**src/rtl/win_scanner.sv**
```systemverilog
// Connect-four board scanner: walks every horizontal, vertical and diagonal line,
// streaming cells into an external four-in-a-row recognizer and latching the first win.
module win_scanner (
  input  logic       clock,
  input  logic       reset,
  input  logic       start,
  output logic [2:0] board_row,
  output logic [2:0] board_col,
  input  logic [1:0] board_piece,
  output logic [1:0] rec_piece,
  output logic       rec_step,
  output logic       rec_clear_n,
  input  logic [1:0] rec_out,
  output logic       busy,
  output logic       done,
  output logic [1:0] winner,
  output logic [1:0] win_dir
);

  typedef enum logic [2:0] {
    S_IDLE, S_CLEAR_A, S_CLEAR_B, S_FETCH, S_STEP, S_CHECK, S_DONE
  } state_e;

  localparam logic [1:0] DIR_H  = 2'd0;
  localparam logic [1:0] DIR_V  = 2'd1;
  localparam logic [1:0] DIR_UR = 2'd2;
  localparam logic [1:0] DIR_UL = 2'd3;
  localparam logic [2:0] ROW_TOP   = 3'd5;
  localparam logic [2:0] COL_RIGHT = 3'd6;

  state_e     state_q, state_d;
  logic [1:0] dir_q, dir_d;
  logic [2:0] row_q, row_d, col_q, col_d;
  logic [2:0] srow_q, srow_d, scol_q, scol_d;
  logic [1:0] rec_piece_q, rec_piece_d;
  logic       rec_step_q, rec_step_d;
  logic       rec_clear_n_q, rec_clear_n_d;
  logic       busy_q, busy_d, done_q, done_d;
  logic [1:0] winner_q, winner_d, win_dir_q, win_dir_d;

  logic       line_end, last_line;
  logic [2:0] nxt_row, nxt_col;
  logic [1:0] nl_dir;
  logic [2:0] nl_srow, nl_scol;

  // Next cell along the current line, and whether the walk falls off the board.
  always_comb begin
    nxt_row  = row_q;
    nxt_col  = col_q;
    line_end = 1'b0;
    unique case (dir_q)
      DIR_H: begin
        nxt_col  = col_q + 3'd1;
        line_end = (col_q == COL_RIGHT);
      end
      DIR_V: begin
        nxt_row  = row_q + 3'd1;
        line_end = (row_q == ROW_TOP);
      end
      DIR_UR: begin
        nxt_row  = row_q + 3'd1;
        nxt_col  = col_q + 3'd1;
        line_end = (row_q == ROW_TOP) || (col_q == COL_RIGHT);
      end
      default: begin
        nxt_row  = row_q + 3'd1;
        nxt_col  = col_q - 3'd1;
        line_end = (row_q == ROW_TOP) || (col_q == 3'd0);
      end
    endcase
  end

  // Start cell of the following line; diagonals sweep the bottom row, then one side column.
  always_comb begin
    nl_dir    = dir_q;
    nl_srow   = srow_q;
    nl_scol   = scol_q;
    last_line = 1'b0;
    unique case (dir_q)
      DIR_H: begin
        if (srow_q == ROW_TOP) begin
          nl_dir  = DIR_V;
          nl_srow = 3'd0;
          nl_scol = 3'd0;
        end else begin
          nl_srow = srow_q + 3'd1;
        end
      end
      DIR_V: begin
        if (scol_q == COL_RIGHT) begin
          nl_dir  = DIR_UR;
          nl_srow = 3'd0;
          nl_scol = 3'd0;
        end else begin
          nl_scol = scol_q + 3'd1;
        end
      end
      DIR_UR: begin
        if (srow_q == 3'd0 && scol_q != COL_RIGHT) begin
          nl_scol = scol_q + 3'd1;
        end else if (srow_q == 3'd0) begin
          nl_srow = 3'd1;
          nl_scol = 3'd0;
        end else if (srow_q != ROW_TOP) begin
          nl_srow = srow_q + 3'd1;
        end else begin
          nl_dir  = DIR_UL;
          nl_srow = 3'd0;
          nl_scol = 3'd0;
        end
      end
      default: begin
        if (srow_q == 3'd0 && scol_q != COL_RIGHT) begin
          nl_scol = scol_q + 3'd1;
        end else if (srow_q == 3'd0) begin
          nl_srow = 3'd1;
          nl_scol = COL_RIGHT;
        end else if (srow_q != ROW_TOP) begin
          nl_srow = srow_q + 3'd1;
        end else begin
          last_line = 1'b1;
        end
      end
    endcase
  end

  always_comb begin
    state_d     = state_q;
    dir_d       = dir_q;
    row_d       = row_q;
    col_d       = col_q;
    srow_d      = srow_q;
    scol_d      = scol_q;
    rec_piece_d = rec_piece_q;
    winner_d    = winner_q;
    win_dir_d   = win_dir_q;
    unique case (state_q)
      S_IDLE: begin
        if (start) begin
          state_d   = S_CLEAR_A;
          winner_d  = 2'b00;
          win_dir_d = 2'b00;
          dir_d     = DIR_H;
          srow_d    = 3'd0;
          scol_d    = 3'd0;
          row_d     = 3'd0;
          col_d     = 3'd0;
        end
      end
      S_CLEAR_A: state_d = S_CLEAR_B;
      S_CLEAR_B: state_d = S_FETCH;
      S_FETCH: begin
        state_d     = S_STEP;
        rec_piece_d = (board_piece == 2'b11) ? 2'b00 : board_piece;
      end
      S_STEP: state_d = S_CHECK;
      S_CHECK: begin
        if (rec_out != 2'b00) begin
          state_d   = S_DONE;
          winner_d  = rec_out;
          win_dir_d = dir_q;
        end else if (!line_end) begin
          state_d = S_FETCH;
          row_d   = nxt_row;
          col_d   = nxt_col;
        end else if (last_line) begin
          state_d = S_DONE;
        end else begin
          state_d = S_CLEAR_A;
          dir_d   = nl_dir;
          srow_d  = nl_srow;
          scol_d  = nl_scol;
          row_d   = nl_srow;
          col_d   = nl_scol;
        end
      end
      S_DONE: begin
        state_d = S_IDLE;
        row_d   = 3'd0;
        col_d   = 3'd0;
      end
      default: state_d = S_IDLE;
    endcase

    // Outputs decoded from the next state so they leave flops cleanly.
    rec_clear_n_d = !(state_d == S_CLEAR_A || state_d == S_CLEAR_B);
    rec_step_d    = (state_d == S_CLEAR_B) || (state_d == S_STEP);
    busy_d        = (state_d != S_IDLE) && (state_d != S_DONE);
    done_d        = (state_d == S_DONE);
  end

  always_ff @(posedge clock) begin
    if (!reset) begin
      state_q       <= S_IDLE;
      dir_q         <= DIR_H;
      row_q         <= 3'd0;
      col_q         <= 3'd0;
      srow_q        <= 3'd0;
      scol_q        <= 3'd0;
      rec_piece_q   <= 2'b00;
      rec_step_q    <= 1'b0;
      rec_clear_n_q <= 1'b1;
      busy_q        <= 1'b0;
      done_q        <= 1'b0;
      winner_q      <= 2'b00;
      win_dir_q     <= 2'b00;
    end else begin
      state_q       <= state_d;
      dir_q         <= dir_d;
      row_q         <= row_d;
      col_q         <= col_d;
      srow_q        <= srow_d;
      scol_q        <= scol_d;
      rec_piece_q   <= rec_piece_d;
      rec_step_q    <= rec_step_d;
      rec_clear_n_q <= rec_clear_n_d;
      busy_q        <= busy_d;
      done_q        <= done_d;
      winner_q      <= winner_d;
      win_dir_q     <= win_dir_d;
    end
  end

  assign board_row   = row_q;
  assign board_col   = col_q;
  assign rec_piece   = rec_piece_q;
  assign rec_step    = rec_step_q;
  assign rec_clear_n = rec_clear_n_q;
  assign busy        = busy_q;
  assign done        = done_q;
  assign winner      = winner_q;
  assign win_dir     = win_dir_q;

endmodule

```
**config.mk**
```make
export PLATFORM = sky130hd
export DESIGN_NAME = win_scanner
export DESIGN_NICKNAME = d
export VERILOG_FILES = /design/src/rtl/win_scanner.sv
export SDC_FILE = /design/constraint.sdc
export NUM_CORES = 1
export LEC_CHECK = 0
export BUFFER_PORTS_ARGS = -buffer_cell sky130_fd_sc_hd__buf_2
export CORE_MARGIN = 2
export CORE_UTILIZATION = 50
export CTS_CLUSTER_SIZE = 10
export DETAILED_ROUTE_END_ITERATION = 10
export GPL_ROUTABILITY_DRIVEN = 0
export GPL_TIMING_DRIVEN = 0
export HOLD_SLACK_MARGIN = 0.03
export PLACE_DENSITY = 0.73
export SYNTH_ARGS = -nofsm -noshare
export SYNTH_HDL_FRONTEND = slang
export SYNTH_SLANG_ARGS = --single-unit
```
**constraint.sdc**
```tcl
create_clock -name clock -period 2.68 [get_ports clock]
set_input_delay 0.268 -clock clock [delete_from_list [all_inputs] [get_ports clock]]
set_output_delay 0.268 -clock clock [all_outputs]
set_load 0.01 [all_outputs]
```
==> flow_metrics.env <==
export IMPL_status="complete, no violations"
export IMPL_dpl_cell_area_sq_um=2060
export IMPL_path_common_cell="or4_4"
export IMPL_critical_path_peak_fanout=9
export IMPL_path_cells="inv_1, ha_2, buf_6, or4_4, a211oi_4, o211ai_2, or4_4, o32ai_1"
export IMPL_overflow=0
export IMPL_final_seq_area_sq_um=546
export IMPL_clk_latency_ns=0.28
export IMPL_slew_viol_final=0
export IMPL_grtUsageTotal_pct=23.3
export IMPL_slew_limit_headroom_pct=59.7
export IMPL_critical_path_class="flop to flop"
export IMPL_r2r_setup_slack_ns=0.12
export IMPL_ctsHoldBuffers=0
export IMPL_postSynth_asyncResetShare_pct=0
export IMPL_layout_min_cycle_time_ns=2.56
export IMPL_clkSinkCount=27
export IMPL_max_freq_mhz=391
export IMPL_layout_commonest_cell="nand2_1"
export IMPL_crit_slowest_cell="or4_4"
export IMPL_path_delay_family="simple AND/OR/NAND/NOR gates"
export IMPL_multi_input_area_sq_um=1270
export IMPL_worstPathRequired_ns=2.87
export IMPL_dp_hpwl_microns=3370
export IMPL_netlist_cell_type_count=53
export IMPL_cp_num_buf_inv=2
export IMPL_worstHoldPathType="input pin to flop"
export IMPL_die_w_microns=65.6
export IMPL_core_region_area_sq_um=3660
export IMPL_endpoint_kind="flop"
export IMPL_clockBufferDepth=2
export IMPL_crit_path_max_incr_delay_ns=0.54
export IMPL_grt_antenna_before_repair=0
export IMPL_critPathLaunchType="flop"
export IMPL_cts_root_buf="clkbuf_8"
export IMPL_htreeDepth=1
export IMPL_grt_max_degree=17
export IMPL_num_vias=1903
export IMPL_leakagePower_nw=0.909
export IMPL_grt_pass1_vias=1696
export IMPL_syn_nets=265
export IMPL_arrival_ns=2.74
export IMPL_dpl_worst_slack_ns=-0.144
export IMPL_syn_area_sq_um=1890
export IMPL_drtAntennaViolNets=0
export IMPL_path_clk_slew_ns=0.10
export IMPL_rows=22
export IMPL_diodes=0
export IMPL_ys_warn_count=0
export IMPL_fp_dieH_microns=65.6
export IMPL_layout_drive_gt1_share_pct=18.6
export IMPL_avgViaCountPerCell=5.82
export IMPL_final_setup_skew_ns=0.00386
export IMPL_nFillCells=340
export IMPL_max_slew_worst_pin_slew_ns=0.603
export IMPL_cts_tree="yes"
export IMPL_dp_cells=316
export IMPL_portBuffers=22
export IMPL_nNetsFinal=299
export IMPL_cellPowerDensity_nw_per_um2=343
export IMPL_syn_area_per_cell_sq_um=7.70
export IMPL_synthToLayoutAreaGrowth_pct=16.0
export IMPL_ys_flop_type="dfxtp_1"
export IMPL_post_drt_wl_per_cell_microns=13.9
export IMPL_hold_viol_final=0
export IMPL_layout_common_cells="nand2_1 (29), dfxtp_1 (25), a21oi_1 (24)"
export IMPL_ys_seq_area_share_pct=28.5
export IMPL_fin_crit_sh_pct=95.4
export IMPL_setup_viol=0
export IMPL_maxCapViolCount=0
export IMPL_stdcell_count=327
export IMPL_grt_pass1_wl_microns=7790
export IMPL_numCtsBuffers=3
export IMPL_synth_edf_count=0
export IMPL_ir_drop_uv=239
export IMPL_drtIter0Drc=183
export IMPL_synth_seq_cells=27
export IMPL_die_area_sq_um=4300
export IMPL_firstDrtPassIters=4
export IMPL_wirelength_microns=4560
export IMPL_worst_slack_ns=0.124
export IMPL_design_area_sq_um=2200
export IMPL_io_pins=23
export IMPL_initial_utilization_pct=51.7
export IMPL_drcViolationCount=0
export IMPL_postSynthCellCount=246
-- final cells by class --
type	count	area share, %
inverters	13	2.22
clock inverters	1	0.342
multi-input cells	192	57.6
clock buffers	3	1.88
plain buffers	13	2.62
flip-flops and latches	27	24.8
repair buffers	30	7.74
well taps	48	2.73
-- worst register-to-register path: stages, from the launching register on --
cell and delay, ns:
dfxtp_4 0.38, inv_1 0.06, ha_2 0.18, buf_6 0.13, or4_4 0.49, a211oi_4 0.33, o211ai_2 0.14, or4_4 0.54
o32ai_1 0.22
-- state kept, by name, indices dropped and copies added, names as in the netlist --
signal,flops
srow_q,3
done,1
busy,1
dir_q,2
rec_step,1
rec_clear_n,1
board_col,3
rec_piece,2
scol_q,3
state_q,3
win_dir,2
winner,2
board_row,3
-- Yosys cell counts, types with 5 or more instances --
master     n  area share, %
nor3_1     5            1.3
nand2_1   29            5.7
inv_1     13            2.6
nor2_1    20            4.0
ha_1      11            7.3
or3_1      5            1.7
nand3_1   10            2.6
dfxtp_1   27             29
nand2b_1   5            1.7
a21oi_1   24            6.3
nor2b_1    5            1.7
clkbuf_1  11            2.2
o21ai_0    7            1.8
-- report_power, final --
part           leakage, nW  switching (mW)  internal [mW]
Combinational        0.668          0.0612         0.0377
Clock               0.0217           0.137          0.106
Sequential           0.220         0.00325          0.408
Total                0.909           0.202          0.551
-- kinds of logic after synthesis --
group,share of synthesized area (%)
compound gates,26.5
xor+xnor,0.925
fa+ha+maj,8.32
buf+inv,5.88
flops,28.5
mux,3.37
simple gates,26.5
-- repair_timing --
item	4_1_cts	5_1_grt
gates cloned	0	0
buffers inserted	2	6
endpoints found under the setup margin	7	12
pin swaps	1	4
resized for setup	1	9
-- per-stage QoR --
stage	hold slack (ns)	utilization (%)	TNS, ns	total power [mW]
6_report	0.254	60.0	0	0.753
3_5_place_dp	0.441	56.4	-0.334	0.511
4_1_cts	0.255	58.2	0	0.750
2_1_floorplan	0.418	-	0	0.483
3_3_place_gp	0.441	56.4	-0.292	0.510
5_1_grt	0.254	60.0	-0.000286	0.787
-- layer usage --
layer  up-vias  global-route usage [%]  routed length (microns)
li1        956                       -                        -
met1       893                    31.9                     2170
met2        45                    37.1                     2080
met3         9                    2.57                      185
met4         0                    9.90                      123
met5         -                       0                        0
-- final timing paths --
kind | startpoint | end | cells after the start
max | dir_q[0] | dir_q[0] | 8
min | reset | board_row[1] | 3
max reg2reg | dir_q[0] | dir_q[0] | 8
min reg2reg | win_dir[0] | win_dir[0] | 2
No activity file was read; power rests on OpenSTA's default activity.
